==> src/rtl/result_store_arbiter_if.sv <==
// Bus interfaces for result_store_arbiter.
//   rsa_req_if : per-core result request bus (cores are master, arbiter is slave)
//     req_valid/req_hit [CORES], req_x/req_y/req_scale (core i at [i*W +: W]),
//     req_ack [CORES] one-hot accept returned by the arbiter.
//   rsa_ws_if  : result-store write port (arbiter is master, store is slave)
//     ws_valid, ws_x, ws_y, ws_scale, ws_exit driven by arbiter; ws_ready from store.

interface rsa_req_if #(
   parameter int unsigned CORES     = 4,
   parameter int unsigned XBITS     = 10,
   parameter int unsigned YBITS     = 10,
   parameter int unsigned SCALEBITS = 6
);
   logic [CORES-1:0]           req_valid;
   logic [CORES-1:0]           req_hit;
   logic [CORES*XBITS-1:0]     req_x;
   logic [CORES*YBITS-1:0]     req_y;
   logic [CORES*SCALEBITS-1:0] req_scale;
   logic [CORES-1:0]           req_ack;

   modport master (output req_valid, req_hit, req_x, req_y, req_scale, input req_ack);
   modport slave  (input req_valid, req_hit, req_x, req_y, req_scale, output req_ack);
endinterface

interface rsa_ws_if #(
   parameter int unsigned XBITS     = 10,
   parameter int unsigned YBITS     = 10,
   parameter int unsigned SCALEBITS = 6
);
   logic                 ws_valid;
   logic                 ws_ready;
   logic [XBITS-1:0]     ws_x;
   logic [YBITS-1:0]     ws_y;
   logic [SCALEBITS-1:0] ws_scale;
   logic                 ws_exit;

   modport master (output ws_valid, ws_x, ws_y, ws_scale, ws_exit, input ws_ready);
   modport slave  (input ws_valid, ws_x, ws_y, ws_scale, ws_exit, output ws_ready);
endinterface

==> src/rtl/result_store_arbiter.sv <==
// result_store_arbiter: shares the single result-store write port between CORES
// classifier processors. Round-robin grant over per-core results, hits buffered in
// a first-word fall-through FIFO, misses acknowledged and dropped. On exit_req the
// block drains all pending work and then emits one exit-code record.
//
// Ports:
//   clk, reset            clock (rising edge), asynchronous active-high reset
//   req   (rsa_req_if)    per-core valid/hit/x/y/scale in, one-hot comb req_ack out
//   exit_req/exit_x/exit_y  level exit request and exit record payload
//   exit_ack              one-cycle pulse once the exit record has been stored
//   ws    (rsa_ws_if)     FIFO head presented to the result store, popped on ready
//   hit_count             saturating count of pushed hits, cleared by clear
//   clear                 synchronous clear of the counters
//   busy                  sequencing an exit or FIFO holds entries
//   stall_cycles          (only with RESULT_ARB_STALL_CNT_EN) saturating count of
//                         cycles with ws_valid & ~ws_ready, cleared by clear
//
// Optional feature macro: RESULT_ARB_STALL_CNT_EN

module result_store_arbiter #(
   parameter int unsigned CORES      = 4,
   parameter int unsigned XBITS      = 10,
   parameter int unsigned YBITS      = 10,
   parameter int unsigned SCALEBITS  = 6,
   parameter int unsigned FIFO_DEPTH = 4
) (
   input  logic             clk,
   input  logic             reset,
   rsa_req_if.slave         req,
   input  logic             exit_req,
   input  logic [XBITS-1:0] exit_x,
   input  logic [YBITS-1:0] exit_y,
   output logic             exit_ack,
   rsa_ws_if.master         ws,
   output logic [15:0]      hit_count,
   input  logic             clear,
   output logic             busy
`ifdef RESULT_ARB_STALL_CNT_EN
   ,
   output logic [31:0]      stall_cycles
`endif
);

   localparam int unsigned CW = $clog2(CORES);
   localparam int unsigned AW = $clog2(FIFO_DEPTH);

   typedef struct packed {
      logic [XBITS-1:0]     x;
      logic [YBITS-1:0]     y;
      logic [SCALEBITS-1:0] scale;
      logic                 ext;
   } entry_t;

   typedef enum logic [2:0] {
      S_RUN   = 3'd0,
      S_DRAIN = 3'd1,
      S_EXIT  = 3'd2,
      S_WAIT  = 3'd3,
      S_DONE  = 3'd4
   } state_t;

   state_t state, state_nxt;

   logic [CW-1:0]        rr_ptr;
   logic [CW-1:0]        winner;
   logic                 any_valid;
   logic [2*CORES-1:0]   dbl_valid;
   logic [CORES-1:0]     rot_valid;

   logic                 sel_hit;
   logic [XBITS-1:0]     sel_x;
   logic [YBITS-1:0]     sel_y;
   logic [SCALEBITS-1:0] sel_scale;

   logic                 grant_en;
   logic                 grant_hit;
   logic                 exit_push;

   entry_t               mem [FIFO_DEPTH];
   entry_t               head;
   entry_t               push_data;
   logic [AW-1:0]        wr_ptr, rd_ptr;
   logic [AW:0]          fifo_count;
   logic                 fifo_empty, fifo_full;
   logic                 push, pop;

   // Round-robin pick: rotate valids so rr_ptr sits at bit 0, take the first set bit.
   always_comb begin : rr_pick
      dbl_valid = {req.req_valid, req.req_valid};
      rot_valid = CORES'(dbl_valid >> rr_ptr);
      any_valid = 1'b0;
      winner    = '0;
      for (int unsigned k = 0; k < CORES; k++) begin
         if (!any_valid && rot_valid[k]) begin
            any_valid = 1'b1;
            winner    = CW'((32'(rr_ptr) + k) % CORES);
         end
      end
   end

   // Payload of the winning core.
   always_comb begin : sel_mux
      sel_hit   = 1'b0;
      sel_x     = '0;
      sel_y     = '0;
      sel_scale = '0;
      for (int unsigned k = 0; k < CORES; k++) begin
         if (winner == CW'(k)) begin
            sel_hit   = req.req_hit[k];
            sel_x     = req.req_x[k*XBITS +: XBITS];
            sel_y     = req.req_y[k*YBITS +: YBITS];
            sel_scale = req.req_scale[k*SCALEBITS +: SCALEBITS];
         end
      end
   end

   // Accept is combinational; suppressed while reset is asserted.
   assign req.req_ack = (grant_en && !reset) ? (CORES'(1) << winner) : '0;

   assign grant_hit = grant_en & sel_hit;
   assign push      = grant_hit | exit_push;

   always_comb begin : push_sel
      if (exit_push) begin
         push_data.x     = exit_x;
         push_data.y     = exit_y;
         push_data.scale = '0;
         push_data.ext   = 1'b1;
      end else begin
         push_data.x     = sel_x;
         push_data.y     = sel_y;
         push_data.scale = sel_scale;
         push_data.ext   = 1'b0;
      end
   end

   // FIFO status uses the registered count, so a same-cycle pop never frees a slot.
   assign fifo_empty = (fifo_count == '0);
   assign fifo_full  = (fifo_count == (AW+1)'(FIFO_DEPTH));
   assign pop        = !fifo_empty && ws.ws_ready;
   assign head       = mem[rd_ptr];

   // Head presented with fall-through; zeroed while empty so reset shows all-zero.
   assign ws.ws_valid = !fifo_empty;
   assign ws.ws_x     = fifo_empty ? '0 : head.x;
   assign ws.ws_y     = fifo_empty ? '0 : head.y;
   assign ws.ws_scale = fifo_empty ? '0 : head.scale;
   assign ws.ws_exit  = fifo_empty ? 1'b0 : head.ext;

   assign busy = (state != S_RUN) || !fifo_empty;

   // FIFO storage.
   always_ff @(posedge clk) begin : fifo_mem
      if (push) begin
         mem[wr_ptr] <= push_data;
      end
   end

   // FIFO pointers and occupancy.
   always_ff @(posedge clk or posedge reset) begin : fifo_ctrl
      if (reset) begin
         wr_ptr     <= '0;
         rd_ptr     <= '0;
         fifo_count <= '0;
      end else begin
         if (push) begin
            wr_ptr <= wr_ptr + AW'(1);
         end
         if (pop) begin
            rd_ptr <= rd_ptr + AW'(1);
         end
         case ({push, pop})
            2'b10:   fifo_count <= fifo_count + (AW+1)'(1);
            2'b01:   fifo_count <= fifo_count - (AW+1)'(1);
            default: fifo_count <= fifo_count;
         endcase
      end
   end

   // Round-robin pointer advances past each granted core.
   always_ff @(posedge clk or posedge reset) begin : rr_reg
      if (reset) begin
         rr_ptr <= '0;
      end else if (grant_en) begin
         rr_ptr <= (winner == CW'(CORES - 1)) ? '0 : winner + CW'(1);
      end
   end

   // Hit counter; clear wins over a same-cycle increment.
   always_ff @(posedge clk or posedge reset) begin : hit_cnt
      if (reset) begin
         hit_count <= '0;
      end else if (clear) begin
         hit_count <= '0;
      end else if (grant_hit && (hit_count != 16'hFFFF)) begin
         hit_count <= hit_count + 16'd1;
      end
   end

`ifdef RESULT_ARB_STALL_CNT_EN
   // Cycles where the store holds off a valid head.
   always_ff @(posedge clk or posedge reset) begin : stall_cnt
      if (reset) begin
         stall_cycles <= '0;
      end else if (clear) begin
         stall_cycles <= '0;
      end else if (ws.ws_valid && !ws.ws_ready && (stall_cycles != 32'hFFFF_FFFF)) begin
         stall_cycles <= stall_cycles + 32'd1;
      end
   end
`endif

   // FSM state register.
   always_ff @(posedge clk or posedge reset) begin : fsm_reg
      if (reset) begin
         state <= S_RUN;
      end else begin
         state <= state_nxt;
      end
   end

   // FSM next state.
   always_comb begin : fsm_next
      state_nxt = state;
      case (state)
         S_RUN:   if (exit_req) state_nxt = S_DRAIN;
         S_DRAIN: if ((req.req_valid == '0) && fifo_empty) state_nxt = S_EXIT;
         S_EXIT:  state_nxt = S_WAIT;
         S_WAIT:  if (pop && head.ext) state_nxt = S_DONE;
         S_DONE:  state_nxt = S_RUN;
         default: state_nxt = S_RUN;
      endcase
   end

   // FSM outputs: grants only while running or draining.
   always_comb begin : fsm_out
      grant_en  = 1'b0;
      exit_push = 1'b0;
      exit_ack  = 1'b0;
      case (state)
         S_RUN,
         S_DRAIN: grant_en  = any_valid && !fifo_full;
         S_EXIT:  exit_push = 1'b1;
         S_DONE:  exit_ack  = 1'b1;
         default: ;
      endcase
   end

endmodule

==> src/flat_wrapper.sv <==
// flat-port wrapper written by rule: the top's interface ports become plain ports
module result_store_arbiter_flat 
#(
   parameter int unsigned CORES      = 4,
   parameter int unsigned XBITS      = 10,
   parameter int unsigned YBITS      = 10,
   parameter int unsigned SCALEBITS  = 6,
   parameter int unsigned FIFO_DEPTH = 4
)
  (clk, reset, exit_req, exit_x, exit_y, exit_ack, hit_count, clear, busy, req_req_valid, req_req_hit, req_req_x, req_req_y, req_req_scale, req_req_ack, ws_ws_valid, ws_ws_x, ws_ws_y, ws_ws_scale, ws_ws_exit, ws_ws_ready);
  rsa_req_if #(.CORES(CORES), .XBITS(XBITS), .YBITS(YBITS), .SCALEBITS(SCALEBITS)) req_i ();
  rsa_ws_if #(.XBITS(XBITS), .YBITS(YBITS), .SCALEBITS(SCALEBITS)) ws_i ();
  input  logic clk;
  input  logic reset;
  input  logic exit_req;
  input  logic [XBITS-1:0] exit_x;
  input  logic [YBITS-1:0] exit_y;
  output logic exit_ack;
  output logic [15:0] hit_count;
  input  logic clear;
  output logic busy;
  input wire logic [$bits(req_i.req_valid)-1:0] req_req_valid;
  input wire logic [$bits(req_i.req_hit)-1:0] req_req_hit;
  input wire logic [$bits(req_i.req_x)-1:0] req_req_x;
  input wire logic [$bits(req_i.req_y)-1:0] req_req_y;
  input wire logic [$bits(req_i.req_scale)-1:0] req_req_scale;
  output wire logic [$bits(req_i.req_ack)-1:0] req_req_ack;
  output wire logic [$bits(ws_i.ws_valid)-1:0] ws_ws_valid;
  output wire logic [$bits(ws_i.ws_x)-1:0] ws_ws_x;
  output wire logic [$bits(ws_i.ws_y)-1:0] ws_ws_y;
  output wire logic [$bits(ws_i.ws_scale)-1:0] ws_ws_scale;
  output wire logic [$bits(ws_i.ws_exit)-1:0] ws_ws_exit;
  input wire logic [$bits(ws_i.ws_ready)-1:0] ws_ws_ready;
  assign req_i.req_valid = req_req_valid;
  assign req_i.req_hit = req_req_hit;
  assign req_i.req_x = req_req_x;
  assign req_i.req_y = req_req_y;
  assign req_i.req_scale = req_req_scale;
  assign req_req_ack = req_i.req_ack;
  assign ws_ws_valid = ws_i.ws_valid;
  assign ws_ws_x = ws_i.ws_x;
  assign ws_ws_y = ws_i.ws_y;
  assign ws_ws_scale = ws_i.ws_scale;
  assign ws_ws_exit = ws_i.ws_exit;
  assign ws_i.ws_ready = ws_ws_ready;
  result_store_arbiter #(.CORES(CORES), .XBITS(XBITS), .YBITS(YBITS), .SCALEBITS(SCALEBITS), .FIFO_DEPTH(FIFO_DEPTH)) u_core (.clk(clk), .reset(reset), .req(req_i), .exit_req(exit_req), .exit_x(exit_x), .exit_y(exit_y), .exit_ack(exit_ack), .ws(ws_i), .hit_count(hit_count), .clear(clear), .busy(busy));
endmodule
==> config.mk <==
export PLATFORM = sky130hd
export DESIGN_NAME = result_store_arbiter_flat
export DESIGN_NICKNAME = d
export VERILOG_FILES = /design/src/rtl/result_store_arbiter_if.sv /design/src/rtl/result_store_arbiter.sv /design/src/flat_wrapper.sv
export SDC_FILE = /design/constraint.sdc
export NUM_CORES = 1
export LEC_CHECK = 0
export BUFFER_PORTS_ARGS = -buffer_cell sky130_fd_sc_hd__buf_2
export CAP_MARGIN = 20
export CORE_ASPECT_RATIO = 2
export CORE_MARGIN = 4
export CORE_UTILIZATION = 48
export DETAILED_ROUTE_END_ITERATION = 12
export GPL_TIMING_DRIVEN = 0
export PLACE_DENSITY_LB_ADDON = 0.2
export SYNTH_ARGS = -nofsm -noshare
export SYNTH_HDL_FRONTEND = slang
export SYNTH_SLANG_ARGS = --single-unit
==> constraint.sdc <==
create_clock -name clk -period 3.6 [get_ports clk]
set_input_delay 0.36 -clock clk [delete_from_list [all_inputs] [get_ports clk]]
set_output_delay 0.36 -clock clk [all_outputs]
set_load 0.1 [all_outputs]
==> results.sh, run 1 <==
export IMPL_tritoncts="done"
export IMPL_post_route_clock_period_utilization=0.979
export IMPL_timing_final_max_slew_violations=0
export IMPL_crit_buf_inv=3
export IMPL_synth_edf_count=108
export IMPL_tritoncts_sinks=136
export IMPL_postRouteAntennaNets=0
export IMPL_sequential_cell_area_fraction_in_the_yosys_report=0.577
export IMPL_route_detailed_vias_per_inst=5.86
export IMPL_max_freq_mhz=284
export IMPL_global_route_overflow_total=0
export IMPL_synth_area_per_cell_sq_um=12.6
export IMPL_area_growth_synth_to_final_pct=28.5
export IMPL_worst_path_max_delay_cell="nor2b_2"
export IMPL_finalClockSkew_ns=0.0137
export IMPL_totalWireLength_mm=20.4
export IMPL_post_synth_inst_count=542
export IMPL_finish_net_count=902
export IMPL_start_util=0.489
export IMPL_place_ws_ns=-0.551
export IMPL_setup_viol=0
export IMPL_grt_max_degree=28
export IMPL_cts_buffers=17
export IMPL_place_area_sq_um=8050
export IMPL_num_antenna_cells=0
export IMPL_grt_antenna_before_repair=0
export IMPL_globalRouteTotalUtil=0.249
export IMPL_slew_limit_headroom=0.366
export IMPL_postSynth_topFlopCell="edfxtp_1"
export IMPL_die_area_sq_um=16300
export IMPL_layout_cell_area_non_filler_sq_um=8780
export IMPL_timing_critical_path_required_ns=3.63
export IMPL_synth_seq_cells=136
export IMPL_grt_first_pass_wirelength_mm=30.9
export IMPL_setup_ws_ns=0.0756
export IMPL_global_routing_s_busiest_layer="met2"
export IMPL_detailed_place_hpwl_mm=14.8
export IMPL_clk_path_buf_depth=2
export IMPL_htree_levels=4
export IMPL_crit_fanout=13
export IMPL_cp_startpoint_kind="flip-flop"
export IMPL_final_core_util=0.628
export IMPL_run_status="completed"
export IMPL_ys_types=47
export IMPL_timing_critical_path_max_delay_family="simple AND/OR/NAND/NOR gates"
export IMPL_criticalPathCategory="reg2reg"
export IMPL_drtIter0Drc=378
export IMPL_worst_setup_hold_path_clk_slew_ns=0.06
export IMPL_numPortBuffers=185
export IMPL_post_synth_instance_area_sq_um=6830
export IMPL_core_area_sq_um=14000
export IMPL_ys_warn_count=0
export IMPL_grt_met3_usage=0.0511
export IMPL_ys_async_sr_fraction=0.206
export IMPL_final_hold_vio_count=0
export IMPL_clock_insertion_delay_worst_skew_ns=0.42
export IMPL_multiInputGateArea_sq_um=2740
export IMPL_post_route_drc=0
export IMPL_drt_pass1_iterations=5
export IMPL_register_area_sq_um=3940
export IMPL_crit_path_end_kind="flip-flop"
export IMPL_dp_cells=917
export IMPL_std_cell_rows=61
export IMPL_max_cap_violations=0
export IMPL_dr_total_vias=5600
export IMPL_wirelength_per_cell_um=21.4
export IMPL_global_route_usage_met2=0.468
export IMPL_critical_path_max_stage_delay_ns=0.74
export IMPL_syn_nets=690
export IMPL_final_cells=956
export IMPL_cp_data_arrival_time_ns=3.55
export IMPL_timing_worst_slew_pin_value_ns=0.947
export IMPL_final_layout_size_suffix_gt1_frac=0.361
export IMPL_fp_dieW_um=92.4
export IMPL_cts_root_buffer="clkbuf_16"
export IMPL_timing_critical_path_cells="nor2_1 -> a21oi_1 -> o221ai_2 -> inv_1 -> ha_1 -> nand3b_1 -> a211oi_2 -> and2_1 -> clkbuf_4 -> nor2_4 -> buf_12 -> nor2b_2"
export IMPL_grtUsageMet1=0.267
export IMPL_first_global_vias=5946
export IMPL_worstHoldPathType="in2reg"
export IMPL_fill_cells=1107
export IMPL_clock_period_minus_worst_slack_ns=3.52
export IMPL_routabilityCongestion=1.00
export IMPL_rsz0062_at_grt="yes"
export IMPL_boundaryPins=187
export IMPL_fp_dieH_um=177
-- worst reg2reg max path: cells and delay by family, from the launching register on --
family	cells	cell delay (ns)
adders and majority gates	1	0.24
and+or+nand+nor	5	1.33
AOI/OAI and AO/OA	3	0.68
DFF	1	0.41
buffers and inverters	3	0.48
-- cell usage in the layout (no fill, tap or decap), types with 9 or more instances in the layout --
cell / netlist / layout
a21oi_1: 44 / 44
a221oi_1: 26 / 26
and2_1: 30 / 30
buf_2: 6 / 190
clkbuf_1: 30 / 25
clkbuf_16: 0 / 17
dfrtp_1: 28 / 28
edfxtp_1: 108 / 108
ha_1: 10 / 9
inv_1: 17 / 17
mux4_2: 27 / 27
nand2_1: 30 / 30
nor2_1: 17 / 17
nor2b_1: 35 / 31
nor3_1: 29 / 29
o21ai_0: 22 / 13
o21ai_1: 0 / 9
-- through the flow --
step | TNS, ns | hold WS, ns
2_1_floorplan | -24.12 | 0.447
3_3_place_gp | -171.94 | 0.503
3_5_place_dp | -51.76 | 0.375
4_1_cts | 0 | 0.335
5_1_grt | -3.42 | 0.366
6_report | 0 | 0.350
-- routing by layer --
layer  vias to the layer above  wire (um)
li1                       2511          -
met3                        46       1250
met2                       256      11500
met4                         0        568
met5                         -          0
met1                      2787       7090
-- timing repair --
| item | in CTS | in global routing |
|---|---|---|
| gates cloned | 1 | 2 |
| buffers inserted | 3 | 0 |
| hold endpoints to repair | 8 | 0 |
| pin swaps | 1 | 0 |
| gates resized for setup | 10 | 13 |
| setup endpoints to repair | 191 | 150 |
| hold buffers | 1 | 0 |
-- cell families (layout without fill, tap and decap cells) --
kind of cell	count (synthesis)	count (layout)	synth area share
xor+xnor	6	6	0.00769
compound gates	119	119	0.116
simple gates	183	186	0.150
buf+inv	57	279	0.0341
mux	30	30	0.0938
fa+ha+maj	11	11	0.0212
flops	136	136	0.577
-- Yosys cell counts, drive strengths merged (3+ instances only) --
cell	n	share of area
clkbuf	30	0.016
xnor2	3	0.0038
nand3	8	0.0059
a21oi	44	0.032
dfrtp	28	0.10
o21ai	22	0.016
nand2	31	0.018
edfxtp	108	0.47
and2	30	0.027
nor2	18	0.010
or4	8	0.0088
nor2b	35	0.032
nor3b	4	0.0044
nand4b	4	0.0051
mux4	27	0.089
buf	10	0.0082
ha	10	0.018
o31ai	8	0.0088
nor3	29	0.021
o41ai	4	0.0051
inv	17	0.0093
nand4	4	0.0037
and3	5	0.0046
a221oi	26	0.033
a211oi	4	0.0044
nand3b	3	0.0033
xor2	3	0.0038
-- registers in the layout, indices dropped and copies added, names as in the netlist --
signal,count
u_core.state,3
u_core.hit_count,16
u_core.mem,108
u_core.rr_ptr,2
u_core.rd_ptr,2
u_core.fifo_count,3
u_core.wr_ptr,2
-- area by class of cell --
class,instances,area share
Buffer,40,0.0205
Clock inverter,15,0.0215
Inverter,17,0.00727
Sequential cell,136,0.449
Timing Repair Buffer,190,0.114
Multi-Input combinational cell,352,0.312
Clock buffer,17,0.0485
Tap cell,189,0.0269
-- worst paths after layout --
| kind | startpoint | endpoint | slack, ns | cells past startpoint |
|---|---|---|---|---|
| max in group asynchronous | reset | u_core.rr_ptr[0] | 2.62 | 4 |
| worst max-delay path | u_core.rr_ptr[0] | u_core.mem[3][9] | 0.08 | 12 |
| worst min-delay path | clear | u_core.hit_count[1] | 0.35 | 2 |
| min in group asynchronous | reset | u_core.hit_count[2] | 0.49 | 3 |
| worst max register to register | u_core.rr_ptr[0] | u_core.mem[3][9] | 0.08 | 12 |
| worst min register to register | u_core.fifo_count[0] | u_core.fifo_count[0] | 0.55 | 1 |
Power of run 1 is not shown: default switching activity piles up to over one toggle a cycle in this logic, so the estimate is an artifact.
==> inputs of run 2 (changes only) <==
==> constraint.sdc (replaced) <==
create_clock -name clk -period 3.6 [get_ports clk]
set_input_delay 0.72 -clock clk [delete_from_list [all_inputs] [get_ports clk]]
set_output_delay 0.72 -clock clk [all_outputs]
set_load 0.1 [all_outputs]
==> run 2 against run 1 <==
  * Global-route usage up 1.2 points
  * Register-to-register slack better by 0.13 ns
  * Critical path type is now reg2out
  * Design area up 2.3%
  * Highest routed layer unchanged
  * Sequential share of layout area down 1.0 points
  * Wire length up 3.9%
==> results.sh, run 2 (synthesized netlist as in run 1, its figures left out) <==
export IMPL_run_status="completed"
export IMPL_detailed_place_hpwl_mm=15.1
export IMPL_timing_final_max_slew_violations=0
export IMPL_timing_critical_path_max_delay_family="buffers and inverters"
export IMPL_tritoncts="done"
export IMPL_fp_dieW_um=92.4
export IMPL_postRouteAntennaNets=0
export IMPL_drtIter0Drc=388
export IMPL_critical_path_max_stage_delay_ns=0.60
export IMPL_std_cell_rows=61
export IMPL_max_cap_violations=0
export IMPL_wirelength_per_cell_um=21.9
export IMPL_crit_buf_inv=3
export IMPL_crit_fanout=10
export IMPL_timing_critical_path_cells="clkbuf_1 -> clkbuf_1 -> mux4_2 -> and2_1 -> buf_2"
export IMPL_boundaryPins=187
export IMPL_route_detailed_vias_per_inst=5.89
export IMPL_regMostFlops="u_core.mem"
export IMPL_die_area_sq_um=16300
export IMPL_area_growth_synth_to_final_pct=31.5
export IMPL_cts_root_buffer="clkbuf_16"
export IMPL_mostFrequentLayoutCells="189 x buf_2, 108 x edfxtp_1, 43 x a21oi_1"
export IMPL_critical_path_most_common_cell="clkbuf_1"
export IMPL_num_antenna_cells=0
export IMPL_htree_levels=4
export IMPL_cp_startpoint_kind="flip-flop"
export IMPL_setup_viol=0
export IMPL_timing_worst_slew_pin_value_ns=0.884
export IMPL_clock_period_minus_worst_slack_ns=3.49
export IMPL_cts_buffers=17
export IMPL_top_regs="u_core.mem (108), u_core.hit_count (16)"
export IMPL_tritoncts_sinks=136
export IMPL_largest_reg_flops=108
export IMPL_drt_pass1_iterations=5
export IMPL_place_ws_ns=-0.793
export IMPL_finish_net_count=914
export IMPL_clk_path_buf_depth=2
export IMPL_global_route_overflow_total=0
export IMPL_final_hold_vio_count=0
export IMPL_crit_path_end_kind="primary output"
export IMPL_start_util=0.489
export IMPL_grt_first_pass_wirelength_mm=32.0
export IMPL_grt_antenna_before_repair=0
export IMPL_criticalPathCategory="reg2out"
export IMPL_timing_critical_path_required_ns=2.88
export IMPL_fp_dieH_um=177
export IMPL_worst_setup_hold_path_clk_slew_ns=0.06
export IMPL_final_layout_size_suffix_gt1_frac=0.380
export IMPL_dr_total_vias=5701
export IMPL_grt_max_degree=25
export IMPL_totalWireLength_mm=21.2
export IMPL_worst_path_max_delay_cell="clkbuf_1"
export IMPL_first_global_vias=6000
export IMPL_clock_insertion_delay_worst_skew_ns=0.41
export IMPL_numPortBuffers=185
export IMPL_post_route_clock_period_utilization=0.969
export IMPL_routabilityCongestion=0.954
export IMPL_worstHoldPathType="in2async"
export IMPL_finalClockSkew_ns=0.00898
export IMPL_cp_data_arrival_time_ns=2.77
export IMPL_setup_ws_ns=0.111
export IMPL_globalRouteTotalUtil=0.261
export IMPL_core_area_sq_um=14000
export IMPL_layout_cells_most_common="buf_2"
export IMPL_post_route_drc=0
export IMPL_slew_limit_headroom=0.411
export IMPL_max_freq_mhz=287
==> run 2: cell types whose count changed in the layout (fill, tap and decap cells not counted), moves of 3 or more <==
cell	previous run	this run
o21ai_1	9	3
nor2b_4	5	8
o21ai_0	13	19
buf_12	1	6
buf_4	2	10
==> run 2: layer usage <==
layer,part of all wire,global-route usage
met5,0,0
met4,0.038,0.105
met3,0.063,0.0438
met2,0.56,0.500
met1,0.34,0.277
==> run 2: path summary, 6_finish.rpt <==
check                           slack [ns]                   to  depth (start not counted)             start
max in group asynchronous             2.80     u_core.wr_ptr[0]                          3             reset
min in group clk                      0.55     u_core.wr_ptr[0]                          1  u_core.wr_ptr[0]
worst min-delay path                  0.32  u_core.hit_count[2]                          2             reset
worst max-delay path                  0.11           ws_ws_x[8]                          5  u_core.rd_ptr[1]
worst max register to register        0.21     u_core.mem[3][4]                         16  u_core.rr_ptr[0]
worst min register to register        0.55     u_core.wr_ptr[0]                          1  u_core.wr_ptr[0]
==> run 2: area by class of cell <==
type,instances,area [sq um]
buffer,40,183
clock buffer,18,429
clock inverter,14,186
fill,1063,4980
inverter,17,63.8
multi-input combinational,353,2800
sequential,136,3940
tap,189,236
timing repair buffer,201,1140
==> run 2: timing repair <==
item / CTS / global route
buffers inserted: 7 / 8
pin swaps: 1 / 2
resized for setup: 13 / 15
cloned: 4 / 0
endpoints found under the setup margin: 165 / 169
hold buffers: 0 / 0
==> run 2: metrics by stage <==
stage	std cells	hold WS [ns]	instance area [sq um]	setup TNS, ns	utilization
floorplan	542	0.480	6850	0	-
global placement	916	0.497	8020	-145.89	0.574
detailed placement	917	0.533	8060	-125.73	0.577
CTS	960	0.314	8830	0	0.632
global route	968	0.329	8980	-0.00820	0.643
finish	968	0.323	8980	0	0.643
Power of run 2 is left out for the same reason.
